File: config.mk
export PLATFORM = sky130hd
export DESIGN_NAME = fetch_unit
export DESIGN_NICKNAME = d
export VERILOG_FILES = /design/src/rtl/fetch_unit.sv
export SDC_FILE = /design/constraint.sdc
export NUM_CORES = 1
export LEC_CHECK = 0
export CORE_UTILIZATION = 30
export DETAILED_ROUTE_END_ITERATION = 10
export PLACE_DENSITY = 0.62
export REMOVE_ABC_BUFFERS = 1
export SETUP_SLACK_MARGIN = 0.15
export SYNTH_ARGS = -nofsm -noshare
export SYNTH_HDL_FRONTEND = slang
export SYNTH_SLANG_ARGS = --single-unit
File: constraint.sdc
create_clock -name clk -period 6.2 [get_ports clk]
set_input_delay 0.62 -clock clk [delete_from_list [all_inputs] [get_ports clk]]
set_output_delay 0.62 -clock clk [all_outputs]
set_load 0.02 [all_outputs]
File: src/rtl/fetch_unit.sv
// fetch_unit
//   Instruction fetch stage sitting directly in front of the control unit.
//   It owns the fetch PC and issues in-order word reads to instruction
//   memory over a valid/ready request channel. Returned words are buffered
//   in a small FIFO tagged with their PC and handed to decode. A taken
//   branch reported by decode redirects the PC, flushes the buffer and
//   marks every word still in flight as stale so it is dropped on arrival.
//
// Parameters
//   RESET_PC  PC loaded on reset
//   DEPTH     buffer entries; also the cap on outstanding + buffered words
//
// Ports
//   clk, rst_n                       clock (rising edge), async active-low reset
//   imem_req_valid/ready, imem_addr  read request channel (word aligned)
//   imem_rsp_valid, imem_rsp_data    in-order read responses
//   instr_valid/ready, instr, instr_pc  buffer head presented to decode
//   PCsrc, ImmOp                     branch decision and offset from decode
//   pc_out                           current fetch PC (trace)
module fetch_unit #(
  parameter logic [31:0] RESET_PC = 32'h0,
  parameter int          DEPTH    = 2
) (
  input  logic        clk,
  input  logic        rst_n,
  output logic        imem_req_valid,
  input  logic        imem_req_ready,
  output logic [31:0] imem_addr,
  input  logic        imem_rsp_valid,
  input  logic [31:0] imem_rsp_data,
  output logic        instr_valid,
  input  logic        instr_ready,
  output logic [31:0] instr,
  output logic [31:0] instr_pc,
  input  logic        PCsrc,
  input  logic [31:0] ImmOp,
  output logic [31:0] pc_out
);

  localparam int CW = $clog2(DEPTH + 1);
  localparam int PW = (DEPTH > 1) ? $clog2(DEPTH) : 1;

  logic [31:0]   fetch_pc;
  logic [31:0]   rsp_pc;
  logic [31:0]   buf_instr [DEPTH];
  logic [31:0]   buf_pc    [DEPTH];
  logic [PW-1:0] rd_ptr;
  logic [PW-1:0] wr_ptr;
  logic [CW-1:0] count;
  logic [CW-1:0] outstanding;
  logic [CW-1:0] discard;

  logic        credit_ok;
  logic        accept;
  logic        redirect;
  logic        req_fire;
  logic        push;
  logic [31:0] target;

  // Pointers wrap explicitly so DEPTH need not be a power of two.
  function automatic logic [PW-1:0] ptr_inc(input logic [PW-1:0] p);
    if (int'(p) == DEPTH - 1) return '0;
    else return p + 1'b1;
  endfunction

  // Every word we may still receive needs a guaranteed buffer slot, so the
  // request credit counts in-flight words (stale ones included) plus the
  // words already buffered.
  assign credit_ok = (int'(outstanding) + int'(count)) < DEPTH;

  assign instr_valid = (count != '0);
  assign accept      = instr_valid & instr_ready;
  assign redirect    = accept & PCsrc;

  // Gating with rst_n keeps the request quiet while reset is held.
  assign imem_req_valid = rst_n & credit_ok & ~redirect;
  assign imem_addr      = fetch_pc;
  assign pc_out         = fetch_pc;
  assign req_fire       = imem_req_valid & imem_req_ready;

  // A response lands in the buffer only if it is not stale and the buffer
  // is not being flushed this cycle.
  assign push = imem_rsp_valid & (discard == '0) & ~redirect;

  assign instr    = instr_valid ? buf_instr[rd_ptr] : '0;
  assign instr_pc = instr_valid ? buf_pc[rd_ptr]    : '0;
  assign target   = (instr_pc + ImmOp) & ~32'h3;

  always_ff @(posedge clk or negedge rst_n) begin
    if (!rst_n) begin
      fetch_pc    <= RESET_PC;
      rsp_pc      <= RESET_PC;
      rd_ptr      <= '0;
      wr_ptr      <= '0;
      count       <= '0;
      outstanding <= '0;
      discard     <= '0;
      for (int i = 0; i < DEPTH; i++) begin
        buf_instr[i] <= '0;
        buf_pc[i]    <= '0;
      end
    end else begin
      outstanding <= outstanding + CW'(req_fire) - CW'(imem_rsp_valid);
      if (redirect) begin
        // Everything still in flight after this cycle's response belongs to
        // the old path; no request fires in a redirect cycle.
        fetch_pc <= target;
        rsp_pc   <= target;
        rd_ptr   <= '0;
        wr_ptr   <= '0;
        count    <= '0;
        discard  <= outstanding - CW'(imem_rsp_valid);
      end else begin
        if (req_fire) fetch_pc <= fetch_pc + 32'd4;
        if (imem_rsp_valid && (discard != '0)) discard <= discard - 1'b1;
        if (push) begin
          buf_instr[wr_ptr] <= imem_rsp_data;
          buf_pc[wr_ptr]    <= rsp_pc;
          wr_ptr            <= ptr_inc(wr_ptr);
          rsp_pc            <= rsp_pc + 32'd4;
        end
        if (accept) rd_ptr <= ptr_inc(rd_ptr);
        count <= count + CW'(push) - CW'(accept);
      end
    end
  end

endmodule

==> flow_metrics.tcl <==
set metrics [dict create \
    status "completed" \
    multi_input_area_mm2 0.00577 \
    synth_area_mm2 0.0111 \
    worst-path-stages 12 \
    wl_mm 29.3 \
    cts_tree "yes" \
    fin_cells 1691 \
    ys.flop_type "dfrtp_1" \
    ctsResizeCount 0 \
    fillers 3549 \
    rr_endpoint "rsp_pc[26]$_DFFE_PN0P_" \
    vias 8327 \
    cts-root-buf "clkbuf_16" \
    yosys.area.top_type "dfrtp_1" \
    grt_pass1_wl_mm 46.2 \
    cts_setup_buffers 0 \
    cts.sinks 192 \
    grt_overflow_total 0 \
    die_h_um 194 \
    crit_required_ps 6490 \
    crit_path_start "count[1]$_DFF_PN0_" \
    grt_pass1_vias 8285 \
    initialDrtViolationCount 455 \
    hpwlAfterDp_mm 20.9 \
    grtUsageMet1 0.206 \
    grt_usage 0.158 \
    synth-edff-count 0 \
    core_area_mm2 0.0359 \
    finalSetupTns_ps 0 \
    placed_area_mm2 0.0132 \
    area.sequential_mm2 0.00481 \
    worst_slew_pin_slew_ps 1100 \
    synth_top_area_share 0.435 \
    die_w_um 194 \
    postSynthAreaPerCell_um2 10.2 \
    postSynth.asyncResetShare 1.00 \
    yosysMostFrequentCell "dfrtp_1" \
    arrival_ps 4530 \
    syn_to_final_growth_pct 24.5 \
    grt_max_degree 71 \
    antenna_found_initial 1 \
    slowest_delay_ps 790 \
    fmax_mhz 236 \
    globalplace.congestion 0.816 \
    first_pass_iters 5 \
    ys_warn_count 0 \
    reg2reg_slack_ps 1960 \
    yosys-top-cells-count "dfrtp_1, nor2_1, mux2_2" \
    power_mw 8.46 \
    min_period_over_period 0.683 \
    leakage_nw 5.69 \
    relSlewSlack 0.267 \
    slowest_stage "nor2_4" \
    clk_pin_slew_ps 60 \
    ant_nets 0 \
    synthTopCellsByArea "dfrtp_1, mux2_2, mux2i_1, nor2_1, ha_1" \
    crit_path_cell_trace "nor2_4 > buf_4 > nor2_1 > ha_1 > a21oi_1 > o21a_1 > nor2_1 > nor3_1 > nand2_1 > a211oi_1 > xor2_1 > a21oi_1" \
    synth.distinct_cells 63 \
    dpl.cell_count 1660 \
    clkLatencyLatePin_ps 440 \
    ctsLongestPathBuffers 2 \
    cts_made_buffers 17 \
    fin_worst_skew_ps 16.5 \
    power_per_cell_area_mw_per_mm2 615 \
    worstSetupPathType "reg -> reg" \
    cts_hold_buf 0 \
    cp.buffers_inverters 1 \
    met2_usage 0.258 \
    met3_usage 0.0367 \
    crit_family "simple AND/OR/NAND/NOR gates" \
    dieArea_mm2 0.0376 \
    ios 200 \
    rows 69 \
    portBuffers 192 \
    synthCells 1080 \
    postLayoutCoreUtil 0.383 \
    layout.nets 1327 \
    worstReg2RegStart "count[1]$_DFF_PN0_" \
    final_cell_area_mm2 0.0138 \
    avgViaCountPerCell 4.92 \
    preCtsSetupSlack_ps 1970 \
    cp-endpoint "rsp_pc[26]$_DFFE_PN0P_" \
    holdWs_ps 195 \
    seq_area_frac_synth 0.435 \
    startpoint_type "flip-flop" \
    busiest_layer "met2" \
    setup_viol 0 \
    drive_above_1_share 0.148 \
    final.setup.worst_slack_ps 1960 \
    htree_levels 4 \
    r2r_cells 12 \
    drcViolationCount 0 \
    critical_path.endpoint_type "flip-flop" \
    drv_cap 0 \
    start_util 0.308 \
    finalHoldViolations 0 \
    synth_seq_cells 192 \
    min_path_type "in -> async" \
    min_period_ps 4240 \
    grt_setup_unrepaired "false" \
    ir_drop_mv 0.224 \
    wire_per_inst_um 17.3 \
    drv_slew 0 \
    path_max_fanout 34 \
]
[flip-flops by register name, summed over array words and instances (netlist names)]
register     flops
buf_instr       64
buf_pc          60
rsp_pc          30
imem_addr       30
wr_ptr           1
rd_ptr           1
count            2
outstanding      2
discard          2
[final cells by class]
cell class | count | area share
clock buffers | 19 | 0.0322
well taps | 461 | 0.0419
diodes | 1 | 0.000182
repair buffers | 200 | 0.145
clock inverters | 11 | 0.00773
flip-flops and latches | 192 | 0.349
inverters | 16 | 0.00455
multi-input cells | 791 | 0.419
[worst min path at each step]
stage	startpoint	end
5_1_grt	rst_n	buf_pc[56]$_DFFE_PN0P_
3_5_place_dp	buf_pc[2]$_DFFE_PN0P_	buf_pc[2]$_DFFE_PN0P_
2_1_floorplan	rst_n	buf_instr[0]$_DFFE_PN0P_
3_3_place_gp	buf_pc[11]$_DFFE_PN0P_	buf_pc[11]$_DFFE_PN0P_
4_1_cts	rst_n	count[0]$_DFF_PN0_
6_report	rst_n	buf_pc[59]$_DFFE_PN0P_
[logic make-up after synthesis]
family | share of synthesized area
AO/OA/AOI/OAI | 0.0893
XOR/XNOR | 0.0634
adder cells (fa/ha/maj) | 0.0448
buffers and inverters | 0.0484
flip-flops | 0.435
multiplexers | 0.183
other | 0.000339
AND/OR/NAND/NOR | 0.136
[layout by cell type (no fill, tap or decap), types with 5 or more instances in the layout]
master	count
inv_1	15
o211ai_1	5
dfrtp_1	191
mux2i_1	63
clkbuf_16	17
nor2b_1	5
ha_1	38
and2_1	5
and3_1	17
nor3_1	7
o21ai_0	23
nor2_1	127
nand4_1	15
nand2_1	78
a21o_1	9
xor2_1	39
clkdlybuf4s50_1	191
nand3_1	31
and4_1	5
xnor2_1	41
or3_1	6
conb_1	7
a31oi_1	10
a21oi_1	70
buf_4	7
mux2_2	124
[layer usage]
metal / vias up / part of all wire
li1: 4038 / -
met1: 4093 / 0.46
met2: 175 / 0.47
met3: 21 / 0.049
met4: 0 / 0.015
met5: - / 0
[where the power goes]
part / total (mW) / internal (mW) / leakage (nW) / switching, mW
registers: 2.50 / 1.88 / 2.26 / 0.621
clock network: 1.07 / 0.565 / 0.268 / 0.501
logic: 4.90 / 2.31 / 3.16 / 2.60
total: 8.46 / 4.75 / 5.69 / 3.72
Note: power is estimated with default switching activity, not from simulation.
